**src/rtl/pc_debug_sequencer_pkg.sv**
```systemverilog
// Shared definitions for the PC debug sequencer: command bytes, FSM states and
// the bit positions inside the report flag field.
package pc_debug_pkg;

  localparam logic [7:0] CMD_RUN   = 8'h72;
  localparam logic [7:0] CMD_STEP  = 8'h73;
  localparam logic [7:0] CMD_CLEAR = 8'h63;

  typedef enum logic [2:0] {
    ST_IDLE   = 3'd0,
    ST_RUN    = 3'd1,
    ST_STEP   = 3'd2,
    ST_CLEAR  = 3'd3,
    ST_REPORT = 3'd4
  } state_e;

  localparam int FLG_REJ  = 0;
  localparam int FLG_HALT = 1;
  localparam int FLG_TO   = 2;

  // Commands that would advance the pipeline; these are refused once halted.
  function automatic logic is_exec_cmd(input logic [7:0] b);
    return (b == CMD_RUN) || (b == CMD_STEP);
  endfunction

endpackage

```
**src/rtl/pc_debug_sequencer_if.sv**
```systemverilog
// Command (UART rx) and report (UART tx) handshakes of the debug sequencer.
// The master modport is the sequencer side, the slave modport the UART side.
interface pc_debug_sequencer_if #(
  parameter int ADDR_W = 8,
  parameter int CYC_W  = 16
);
  logic [7:0]        cmd_data;
  logic              cmd_valid;
  logic              cmd_ready;
  logic              rpt_valid;
  logic              rpt_ready;
  logic [ADDR_W-1:0] rpt_pc;
  logic [CYC_W-1:0]  rpt_cycles;
  logic [2:0]        rpt_flags;

  modport master (
    input  cmd_data, cmd_valid, rpt_ready,
    output cmd_ready, rpt_valid, rpt_pc, rpt_cycles, rpt_flags
  );

  modport slave (
    output cmd_data, cmd_valid, rpt_ready,
    input  cmd_ready, rpt_valid, rpt_pc, rpt_cycles, rpt_flags
  );
endinterface

```
**src/rtl/pc_debug_sequencer_cycle_counter.sv**
```systemverilog
// Saturating executed-cycle counter; clear has priority over increment.
module debug_cycle_counter #(
  parameter int CYC_W = 16
) (
  input  logic             clk,
  input  logic             reset,
  input  logic             inc,
  input  logic             clr,
  output logic [CYC_W-1:0] count
);
  logic [CYC_W-1:0] count_d, count_q;

  always_comb begin
    count_d = count_q;
    if (clr) begin
      count_d = '0;
    end else if (inc && (count_q != '1)) begin
      count_d = count_q + CYC_W'(1);
    end
  end

  // NOTE: state registers use non-blocking assignments so every flop samples
  // the pre-edge values of the others, independent of process order.
  always_ff @(posedge clk) begin
    if (!reset) count_q <= '0;
    else        count_q <= count_d;
  end

  assign count = count_q;
endmodule

```
**src/rtl/pc_debug_sequencer.sv**
```systemverilog
// Debug-mode controller: decodes run/step/clear bytes, drives the PC/pipeline
// enable and reset, and returns a PC / cycle-count / flags report.
module pc_debug_sequencer
  import pc_debug_pkg::*;
#(
  parameter int ADDR_W     = 8,
  parameter int CYC_W      = 16,
  parameter int MAX_CYCLES = 'hFFFF,
  parameter int RST_CYCLES = 2
) (
  input  logic                  clk,
  input  logic                  reset,
  pc_debug_sequencer_if.master  bus,
  input  logic                  halt_in,
  input  logic [ADDR_W-1:0]     pc_in,
  output logic                  enableDebug,
  output logic                  resetDebug,
  output logic                  busy
);
  localparam int RC_W = (RST_CYCLES > 1) ? $clog2(RST_CYCLES) : 1;

  state_e            state_d, state_q;
  logic              halted_d, halted_q;
  logic              rejected_d, rejected_q;
  logic              timeout_d, timeout_q;
  logic              rpt_valid_d, rpt_valid_q;
  logic [ADDR_W-1:0] rpt_pc_d, rpt_pc_q;
  logic [CYC_W-1:0]  rpt_cycles_d, rpt_cycles_q;
  logic [RC_W-1:0]   rst_cnt_d, rst_cnt_q;
  logic              cnt_clr;
  logic [CYC_W-1:0]  cycle_count;
  logic [2:0]        flags;

  debug_cycle_counter #(.CYC_W(CYC_W)) u_cycle_counter (
    .clk   (clk),
    .reset (reset),
    .inc   (enableDebug),
    .clr   (cnt_clr),
    .count (cycle_count)
  );

  // NOTE: every signal written here gets a default first, so no path leaves
  // one unassigned and no latch is inferred.
  always_comb begin
    state_d      = state_q;
    halted_d     = halted_q;
    rejected_d   = rejected_q;
    timeout_d    = timeout_q;
    rpt_valid_d  = rpt_valid_q;
    rpt_pc_d     = rpt_pc_q;
    rpt_cycles_d = rpt_cycles_q;
    rst_cnt_d    = rst_cnt_q;
    enableDebug  = 1'b0;
    resetDebug   = 1'b0;
    cnt_clr      = 1'b0;

    unique case (state_q)
      ST_IDLE: begin
        if (bus.cmd_valid) begin
          if (is_exec_cmd(bus.cmd_data) && halted_q) begin
            rejected_d = 1'b1;
            state_d    = ST_REPORT;
          end else if (bus.cmd_data == CMD_RUN) begin
            state_d = ST_RUN;
          end else if (bus.cmd_data == CMD_STEP) begin
            state_d = ST_STEP;
          end else if (bus.cmd_data == CMD_CLEAR) begin
            state_d = ST_CLEAR;
          end
        end
      end
      ST_RUN: begin
        enableDebug = !halt_in;
        if (halt_in) begin
          halted_d = 1'b1;
          state_d  = ST_REPORT;
        end else if (cycle_count >= CYC_W'(MAX_CYCLES - 1)) begin
          // >= also stops a run whose count was pushed past the limit by steps.
          timeout_d = 1'b1;
          state_d   = ST_REPORT;
        end
      end
      ST_STEP: begin
        enableDebug = !halt_in;
        if (halt_in) halted_d = 1'b1;
        state_d = ST_REPORT;
      end
      ST_CLEAR: begin
        resetDebug = 1'b1;
        cnt_clr    = 1'b1;
        halted_d   = 1'b0;
        if (rst_cnt_q == RC_W'(RST_CYCLES - 1)) begin
          rst_cnt_d = '0;
          state_d   = ST_REPORT;
        end else begin
          rst_cnt_d = rst_cnt_q + RC_W'(1);
        end
      end
      ST_REPORT: begin
        // First REPORT cycle captures PC/count after the last enabled edge has landed.
        if (!rpt_valid_q) begin
          rpt_pc_d     = pc_in;
          rpt_cycles_d = cycle_count;
          rpt_valid_d  = 1'b1;
        end else if (bus.rpt_ready) begin
          rpt_valid_d = 1'b0;
          rejected_d  = 1'b0;
          timeout_d   = 1'b0;
          state_d     = ST_IDLE;
        end
      end
      default: state_d = ST_IDLE;
    endcase
  end

  always_ff @(posedge clk) begin
    if (!reset) begin
      state_q      <= ST_IDLE;
      halted_q     <= 1'b0;
      rejected_q   <= 1'b0;
      timeout_q    <= 1'b0;
      rpt_valid_q  <= 1'b0;
      rpt_pc_q     <= '0;
      rpt_cycles_q <= '0;
      rst_cnt_q    <= '0;
    end else begin
      state_q      <= state_d;
      halted_q     <= halted_d;
      rejected_q   <= rejected_d;
      timeout_q    <= timeout_d;
      rpt_valid_q  <= rpt_valid_d;
      rpt_pc_q     <= rpt_pc_d;
      rpt_cycles_q <= rpt_cycles_d;
      rst_cnt_q    <= rst_cnt_d;
    end
  end

  always_comb begin
    flags         = '0;
    flags[FLG_REJ]  = rejected_q;
    flags[FLG_HALT] = halted_q;
    flags[FLG_TO]   = timeout_q;
  end

  assign bus.cmd_ready  = (state_q == ST_IDLE);
  assign bus.rpt_valid  = rpt_valid_q;
  assign bus.rpt_pc     = rpt_pc_q;
  assign bus.rpt_cycles = rpt_cycles_q;
  assign bus.rpt_flags  = flags;
  assign busy           = (state_q != ST_IDLE);
endmodule

```
**src/flat_wrapper.sv**
```systemverilog
// flat-port wrapper written by rule: the top's interface ports become plain ports
module pc_debug_sequencer_flat import pc_debug_pkg::*;
#(
  parameter int ADDR_W     = 8,
  parameter int CYC_W      = 16,
  parameter int MAX_CYCLES = 'hFFFF,
  parameter int RST_CYCLES = 2
)
  (clk, reset, halt_in, pc_in, enableDebug, resetDebug, busy, bus_cmd_data, bus_cmd_valid, bus_rpt_ready, bus_cmd_ready, bus_rpt_valid, bus_rpt_pc, bus_rpt_cycles, bus_rpt_flags);
  pc_debug_sequencer_if #(.ADDR_W(ADDR_W), .CYC_W(CYC_W)) bus_i ();
  input  logic clk;
  input  logic reset;
  input  logic halt_in;
  input  logic [ADDR_W-1:0] pc_in;
  output logic enableDebug;
  output logic resetDebug;
  output logic busy;
  input wire logic [$bits(bus_i.cmd_data)-1:0] bus_cmd_data;
  input wire logic [$bits(bus_i.cmd_valid)-1:0] bus_cmd_valid;
  input wire logic [$bits(bus_i.rpt_ready)-1:0] bus_rpt_ready;
  output wire logic [$bits(bus_i.cmd_ready)-1:0] bus_cmd_ready;
  output wire logic [$bits(bus_i.rpt_valid)-1:0] bus_rpt_valid;
  output wire logic [$bits(bus_i.rpt_pc)-1:0] bus_rpt_pc;
  output wire logic [$bits(bus_i.rpt_cycles)-1:0] bus_rpt_cycles;
  output wire logic [$bits(bus_i.rpt_flags)-1:0] bus_rpt_flags;
  assign bus_i.cmd_data = bus_cmd_data;
  assign bus_i.cmd_valid = bus_cmd_valid;
  assign bus_i.rpt_ready = bus_rpt_ready;
  assign bus_cmd_ready = bus_i.cmd_ready;
  assign bus_rpt_valid = bus_i.rpt_valid;
  assign bus_rpt_pc = bus_i.rpt_pc;
  assign bus_rpt_cycles = bus_i.rpt_cycles;
  assign bus_rpt_flags = bus_i.rpt_flags;
  pc_debug_sequencer #(.ADDR_W(ADDR_W), .CYC_W(CYC_W), .MAX_CYCLES(MAX_CYCLES), .RST_CYCLES(RST_CYCLES)) u_core (.clk(clk), .reset(reset), .bus(bus_i), .halt_in(halt_in), .pc_in(pc_in), .enableDebug(enableDebug), .resetDebug(resetDebug), .busy(busy));
endmodule
```
**config.mk**
```make
export PLATFORM = sky130hd
export DESIGN_NAME = pc_debug_sequencer_flat
export DESIGN_NICKNAME = d
export VERILOG_FILES = /design/src/rtl/pc_debug_sequencer_pkg.sv /design/src/rtl/pc_debug_sequencer_if.sv /design/src/rtl/pc_debug_sequencer_cycle_counter.sv /design/src/rtl/pc_debug_sequencer.sv /design/src/flat_wrapper.sv
export SDC_FILE = /design/constraint.sdc
export NUM_CORES = 1
export LEC_CHECK = 0
export ABC_CLOCK_PERIOD_IN_PS = 5600
export CAP_MARGIN = 15
export CELL_PAD_IN_SITES_DETAIL_PLACEMENT = 2
export CELL_PAD_IN_SITES_GLOBAL_PLACEMENT = 2
export CORE_MARGIN = 5
export CORE_UTILIZATION = 30
export DETAILED_ROUTE_END_ITERATION = 12
export PLACE_DENSITY_LB_ADDON = 0.12
export REMOVE_ABC_BUFFERS = 1
export SLEW_MARGIN = 20
export SYNTH_ARGS = -nofsm -noshare
export SYNTH_HDL_FRONTEND = slang
export SYNTH_SLANG_ARGS = --single-unit
```
**constraint.sdc**
```tcl
create_clock -name clk -period 5.6 [get_ports clk]
set_clock_uncertainty 0.2 [all_clocks]
set_input_delay 0.84 -clock clk [delete_from_list [all_inputs] [get_ports clk]]
set_output_delay 0.84 -clock clk [all_outputs]
set_load 0.1 [all_outputs]
```
==> flow_summary.toml, run 1 <==
[run_status]
status = "finished, final reports clean"

[cts]
cts_buffers = 5
hold_buffers = 0
cts_max_path_buffers = 2
path_clk_slew_ns = 0.09
cts.htree.levels = 2
clock-sinks = 48
clk_latency_ns = 0.30
cts_tree = "done"
root_buffer = "clkbuf_8"
ctsResizeCount = 0
postCtsSetupBuffers = 0

[setup_path]
path_common_cell = "clkdlybuf4s50_1"
start_kind = "input pin"
criticalPathCategory = "input pin to primary output"
cp-startpoint = "halt_in"
cpPeakStageDelay_ns = 1.12
path_max_fanout = 4
end_kind = "primary output"
arrival_ns = 2.82
cp.required_ns = 4.56
cp_slowest_cell = "clkdlybuf4s50_1"
timing.rr.start = "u_core.u_cycle_counter.count[2]"
critical_path.cell_chain = "clkdlybuf4s50_1, nor2_1, nand2_1, inv_1, clkdlybuf4s50_1"

[synthesis]
netlist_area_um2 = 2140
synth_cells = 261
ys_types = 43
netlist.area_leader.share_pct = 45.0
synthArstFlopShare_pct = 0
ys_ff_latch = 48
ys_top_cells_by_area = "dfxtp_1 (45%), nand2_1 (11%), a21boi_0 (8.4%)"
syn_avg_cell_area_um2 = 8.18
ys_warn_count = 0
synth_ff_type = "dfxtp_1"
synth-edff-count = 0
yosysTopAreaCell = "dfxtp_1"
ys_seq_area_share_pct = 45.0

[timing]
max_clock_freq_mhz = 259
worst_pin_slew_ns = 0.981
period_share_pct = 69.0
maxSlewViolCount = 0
tns_ns = 0
relSlewSlack_pct = 34.4
grt_setup_unrepaired = "false"
hold_viol_final = 0
period_minus_slack_ns = 3.86
setup_violations = 0

[finish]
final_common_cell = "nand2_1"
nNetsFinal = 329
final_cell_mix = "nand2_1 (60), clkdlybuf4s50_1 (52), dfxtp_1 (48), a21boi_0 (24), nor2_1 (23)"
nFillCells = 791
drive_gt1_share_pct = 4.26
antenna_cells = 0
design_area_um2 = 2820
final_util_pct = 41.1
syn_to_final_growth_pct = 32.1

[floorplan]
dieHeight_um = 94.4
fp.dieArea_um2 = 8910
die_w_um = 94.4
start_util_pct = 31.1
rows = 30
io_pins = 53
core_area_um2 = 6870

[global_routing]
grt_pass1_vias = 2171
grt_pass1_wl_um = 10300
grt_util_all_layers_pct = 14.6
overflow = 0
grt_max_degree = 33
antenna_found_initial = 0

[route]
vias = 1996
drt-initial-drc-count = 45
drt-total-wl_um = 6020
drc_errors = 0
wl_per_cell_um = 15.0
dr.pass1.iters = 2
via_per_inst = 4.98
antenna_left = 0

[place]
dp_hpwl_um = 4260
postPlaceCellArea_um2 = 2720
io_buffer_count = 52
place_congestion = 0.729

[job]
maxCapViolations = 0

[power_and_ir_drop]
vdd_drop_max_mv = 0.0889
power.density_nw_per_um2 = 221
power_leakage_nw = 0.936

[worst_hold_path]
hold_path_class = "flop to flop"
hp-start = "u_core.rejected_q"
[per-layer routing]
| layer | vias up | share of wire [%] | global-route usage [%] |
|---|---|---|---|
| met2 | 38 | 49 | 25.8 |
| met1 | 971 | 46 | 17.5 |
| li1 | 979 | - | - |
| met4 | 0 | 1.2 | 4.69 |
| met5 | - | 0 | 0 |
| met3 | 8 | 4.2 | 3.35 |
[critical path, delay by kind of cell]
family | cells | cell delay, ns
AND/OR/NAND/NOR | 2 | 0.35
buffers and inverters | 3 | 1.63
[where the power goes]
| group | internal (W) | switching (W) | leakage [nW] |
|---|---|---|---|
| Combinational | 0.0000183 | 0.0000156 | 0.500 |
| Clock | 0.000128 | 0.000118 | 0.0501 |
| Sequential | 0.000341 | 0.000000749 | 0.386 |
[flip-flops by register name (all words and copies together), names as in the netlist]
| signal | flops |
|---|---|
| u_core.bus.rpt_cycles | 16 |
| u_core.u_cycle_counter.count | 16 |
| u_core.bus.rpt_pc | 8 |
| u_core.state_q | 3 |
| u_core.bus.rpt_valid | 1 |
| u_core.halted_q | 1 |
| u_core.rejected_q | 1 |
| u_core.rst_cnt_q | 1 |
| u_core.timeout_q | 1 |
[path summary, 6_finish.rpt]
check                                          to  slack [ns]  depth (start not counted)
setup / recovery                      enableDebug        1.74                          5
hold / removal                  u_core.rejected_q        0.26                          2
setup reg to reg  u_core.u_cycle_counter.count[7]        3.12                          5
hold reg to reg                 u_core.rejected_q        0.26                          2
[synth_stat cells (2+ instances only)]
| library cell | count |
|---|---|
| a211oi_1 | 4 |
| a21boi_0 | 24 |
| a21oi_1 | 9 |
| a31o_2 | 2 |
| a31oi_1 | 6 |
| and2_1 | 2 |
| and3_1 | 2 |
| buf_4 | 3 |
| clkbuf_1 | 11 |
| dfxtp_1 | 48 |
| ha_1 | 2 |
| inv_1 | 8 |
| nand2_1 | 60 |
| nand3_1 | 6 |
| nand3b_1 | 2 |
| nand4_1 | 3 |
| nor2_1 | 24 |
| nor2b_1 | 5 |
| nor3_1 | 2 |
| o21ai_0 | 3 |
| or2_2 | 2 |
| or3_1 | 3 |
| or4_1 | 2 |
| xnor2_1 | 7 |
| xor2_1 | 3 |
[metrics by stage]
stage                     hold WS (ns)  total power [W]  instances  setup slack, ns
final                            0.263         0.000622        401             1.74
after global routing             0.295         0.000649        401             1.63
after CTS                        0.271         0.000631        401             1.71
after detailed placement         0.257         0.000385        395             1.71
after global placement           0.239         0.000384        395             1.75
after floorplan                  0.259         0.000363        246            0.650
[area by class of cell]
class                   instances  area, um2  share of cell area, %
flip-flops and latches         48        961                   34.1
clock buffers                   5       68.8                   2.44
inverters                       8       30.0                   1.06
repair buffers                 53        528                   18.7
clock inverters                 1       30.0                   1.06
multi-input cells             190       1080                   38.4
well taps                      96        120                   4.26
[logic make-up after synthesis]
family	count (synthesis)	synth area share (%)
simple gates	117	24.7
buf+inv	23	4.63
xor+xnor	10	4.10
fa+ha+maj	2	1.17
compound gates	61	20.4
flops	48	45.0
(Power assumes the default switching activity.)
==> run 2: changes to the inputs <==
ABC_CLOCK_PERIOD_IN_PS = 4000   (was 5600)
CORE_UTILIZATION = 28   (was 30)
clock period = 4 ns   (was 5.6 ns; I/O delays follow)
==> run 2 against run 1 <==
Compared with the run above:
- non-clock buffer count up 1
- count of clock-buffer cells in the layout up 1
- critical path depth down 2
- sequential power up 40%
- cell count up 1.2%
- worst hold slack worse by 0.00096 ns
- combinational power up 39%
- critical path type is now flop to primary output
- largest cell class unchanged
- highest routed layer unchanged
==> flow_summary.toml, run 2 (same netlist as run 1, synthesis figures left out) <==
[route]
antenna_left = 0
via_per_inst = 4.85
vias = 1971
drt-initial-drc-count = 17
dr.pass1.iters = 4
wl_per_cell_um = 14.6
drc_errors = 0
drt-total-wl_um = 5920

[floorplan]
io_pins = 53
fp.dieArea_um2 = 9470
die_w_um = 97.3
core_area_um2 = 7330
start_util_pct = 29.1
dieHeight_um = 97.3
rows = 31

[finish]
syn_to_final_growth_pct = 31.4
nFillCells = 852
final_common_cell = "nand2_1"
final_cell_mix = "nand2_1 (60), clkdlybuf4s50_1 (50), dfxtp_1 (48), a21boi_0 (24), nor2_1 (23)"
antenna_cells = 0
layout.cells.non_filler = 406
drive_gt1_share_pct = 5.21
nNetsFinal = 330

[timing]
whs_ns = 0.262
relSlewSlack_pct = 34.3
hold_viol_final = 0
worst_pin_slew_ns = 0.983
tns_ns = 0
grt_setup_unrepaired = "false"
maxSlewViolCount = 0
max_clock_freq_mhz = 325
setup_violations = 0
period_share_pct = 76.9
period_minus_slack_ns = 3.08

[cts]
clk_latency_ns = 0.30
root_buffer = "clkbuf_8"
cts_buffers = 5
ctsResizeCount = 0
hold_buffers = 0
clock-sinks = 48
path_clk_slew_ns = 0.08
cts_tree = "done"
cts_max_path_buffers = 2
postCtsSetupBuffers = 0
cts.htree.levels = 2

[setup_path]
arrival_ns = 2.28
start_kind = "flop"
end_kind = "primary output"
path_max_fanout = 6
criticalPathCategory = "flop to primary output"
cp.required_ns = 3.20

[run_status]
status = "finished, final reports clean"

[global_routing]
grt_util_all_layers_pct = 12.8
grt_max_degree = 25
grt_pass1_wl_um = 10200
antenna_found_initial = 0
grt_pass1_vias = 2070
overflow = 0

[power_and_ir_drop]
vdd_drop_max_mv = 0.119
power_leakage_nw = 0.934
power.density_nw_per_um2 = 286

[place]
dp.cells = 399
io_buffer_count = 52
dp_hpwl_um = 4360
place_congestion = 0.771

[worst_hold_path]
hold_path_class = "flop to flop"

[job]
maxCapViolations = 0
[run 2: report_power, final]
group	switching [W]	leakage (nW)	internal, W
combinational	0.0000217	0.507	0.0000256
clock	0.000156	0.0410	0.000119
sequential	0.000000966	0.386	0.000478
total	0.000179	0.934	0.000623
[run 2: layout make-up]
cell class              count  area [um2]  share of cell area, %
clock buffers               6        72.6                   2.59
clock inverters             1        5.00                  0.178
inverters                   8        30.0                   1.07
multi-input cells         190        1080                   38.6
flip-flops and latches     48         961                   34.2
well taps                  99         124                   4.41
repair buffers             54         531                   18.9
[run 2: critical path, cell delays in order, from the launching register on]
cell             delay, ns
dfxtp_1               0.37
nor3_1                0.53
inv_1                 0.09
clkdlybuf4s50_1       0.99
[run 2: through the flow]
step | setup slack (ns) | power, W | utilization [%] | area [um2]
after global routing | 0.731 | 0.000843 | 38.3 | 2810
after global placement | 1.29 | 0.000538 | 37.2 | 2720
after CTS | 0.902 | 0.000816 | 38.2 | 2800
after floorplan | -0.710 | 0.000508 | - | 2070
final | 0.925 | 0.000802 | 38.3 | 2810
after detailed placement | 1.11 | 0.000538 | 37.2 | 2720
[run 2: final timing paths]
| check | end | start | cells past startpoint | slack (ns) |
|---|---|---|---|---|
| max | busy | u_core.state_q[0] | 3 | 0.92 |
| min | u_core.rejected_q | u_core.rejected_q | 2 | 0.26 |
| max reg2reg | u_core.u_cycle_counter.count[7] | u_core.u_cycle_counter.count[11] | 5 | 1.66 |
| min reg2reg | u_core.rejected_q | u_core.rejected_q | 2 | 0.26 |
[run 2: routing by layer]
layer / part of all wire, % / routed length, um / up-vias / GRT usage (%)
li1: - / - / 982 / -
met4: 0.86 / 51 / 0 / 2.88
met1: 47 / 2770 / 945 / 15.9
met2: 49 / 2890 / 40 / 22.3
met3: 3.5 / 210 / 4 / 3.45
met5: 0 / 0 / - / 0
==> run 3: changes to the inputs <==
ABC_CLOCK_PERIOD_IN_PS = 3000   (was 4000)
clock period = 3 ns   (was 4 ns; I/O delays follow)
==> run 3 against run 2 <==
Compared with the run above:
- total power grew 50%
- register-to-register slack lost 0.92 ns
- design area grew 0.22%
- first-iteration DRC count grew 94%
- combinational power grew 37%
- clock power grew 82%
- cell count grew 1.2%
- flip-flop and latch count is the same
- die area is the same
- critical path depth grew 3
- utilization grew 0.085 points
- non-clock buffer count grew 4
- critical path type is now input pin to flop
==> flow_summary.toml, run 3 (same netlist as run 1, synthesis figures left out) <==
[floorplan]
io_pins = 53
start_util_pct = 29.1
fp.dieArea_um2 = 9470
core_area_um2 = 7330
dieHeight_um = 97.3
die_w_um = 97.3
rows = 31

[setup_path]
cpPeakStageDelay_ns = 0.51
arrival_ns = 2.31
criticalPathCategory = "input pin to flop"
cp_slowest_cell = "a221oi_1"
end_kind = "flop"
start_kind = "input pin"
critical_path.cell_chain = "clkdlybuf4s50_1, nor4bb_1, o211ai_1, a221oi_1, o311ai_0, o22ai_1"
path_max_fanout = 4
cp.required_ns = 3.04

[place]
io_buffer_count = 52
place_ws_ns = 0.369
dp_hpwl_um = 4610
place_congestion = 0.744
dp.cells = 403
postPlaceCellArea_um2 = 2690

[global_routing]
grt_pass1_wl_um = 10200
grt_pass1_vias = 2174
overflow = 0
grt_util_all_layers_pct = 12.9
antenna_found_initial = 0
grt_max_degree = 25

[cts]
cts_tree = "done"
ctsResizeCount = 0
path_clk_slew_ns = 0.09
clock-sinks = 48
root_buffer = "clkbuf_8"
postCtsSetupBuffers = 0
cts_buffers = 5
hold_buffers = 0
cts_max_path_buffers = 2
cts.htree.levels = 2
clk_latency_ns = 0.30

[worst_hold_path]
hold_path_class = "flop to flop"

[timing]
grt_setup_unrepaired = "false"
layout_setup_ws_ns = 0.724
period_minus_slack_ns = 2.28
setup_violations = 0
max_clock_freq_mhz = 439
hold_viol_final = 0
relSlewSlack_pct = 59.5
maxSlewViolCount = 0
worst_pin_slew_ns = 0.605
period_share_pct = 75.9

[finish]
drive_gt1_share_pct = 16.7
antenna_cells = 0
nNetsFinal = 334
layout.cells.non_filler = 411
syn_to_final_growth_pct = 31.7
design_area_um2 = 2810
final_util_pct = 38.4
final_common_cell = "nand2_1"
final_cell_mix = "nand2_1 (60), dfxtp_1 (48), buf_4 (37), a21boi_0 (24), nor2_1 (23)"

[route]
drc_errors = 0
drt-initial-drc-count = 33
drt-total-wl_um = 6010
vias = 2017
dr.pass1.iters = 3
via_per_inst = 4.91
antenna_left = 0
wl_per_cell_um = 14.6

[power_and_ir_drop]
power.density_nw_per_um2 = 428
vdd_drop_max_mv = 0.170
power_leakage_nw = 1.04
power_w = 0.00120

[job]
maxCapViolations = 0

[run_status]
status = "finished, final reports clean"
[run 3: cell count changes in the layout (fill, tap and decap cells not counted)]
cell,change
clkinv_4,+1
nor2_2,+1
clkinv_2,-1
clkbuf_8,+1
clkbuf_1,-1
nor2_4,-1
clkdlybuf4s50_1,-30
bufinv_16,+1
buf_4,+33
buf_12,+1
[run 3: cell type report]
type	count	area (um2)
fill	811	4520
clock inverter	2	38.8
sequential	48	961
multi-input combinational	190	1080
clock buffer	6	82.6
inverter	8	30.0
timing repair buffer	58	498
tap	99	124
[run 3: worst paths after layout]
check,to,startpoint,cells after the start,slack (ns)
worst min register to register,u_core.rejected_q,u_core.rejected_q,2,0.26
worst max-delay path,u_core.state_q[2],bus_cmd_data[5],6,0.72
worst min-delay path,u_core.rejected_q,u_core.rejected_q,2,0.26
worst max register to register,u_core.u_cycle_counter.count[13],u_core.u_cycle_counter.count[2],5,0.74
[run 3: power by group]
part | total, W | leakage [nW] | switching, W | internal, W
registers | 0.000639 | 0.386 | 0.00000132 | 0.000637
clock network | 0.000501 | 0.0614 | 0.000228 | 0.000273
logic | 0.0000648 | 0.592 | 0.0000289 | 0.0000359
total | 0.00120 | 1.04 | 0.000259 | 0.000946
[run 3: routing by layer]
layer	vias up	track usage, %	share of wire, %
met4	0	4.15	1.3
met3	7	3.52	3.9
met2	42	22.7	49
met1	976	15.3	46
li1	992	-	-
met5	-	0	0
[run 3: stage by stage]
step,TNS (ns),hold slack (ns)
after floorplan,-4.29,0.259
after global placement,0,0.238
after detailed placement,0,0.251
after CTS,0,0.264
after global routing,0,0.292
final,0,0.256
[run 3: worst max-delay path, delay by kind of cell]
family,cells,cell delay (ns)
compound gates,4,1.05
buf+inv,1,0.45
simple gates,1,0.36
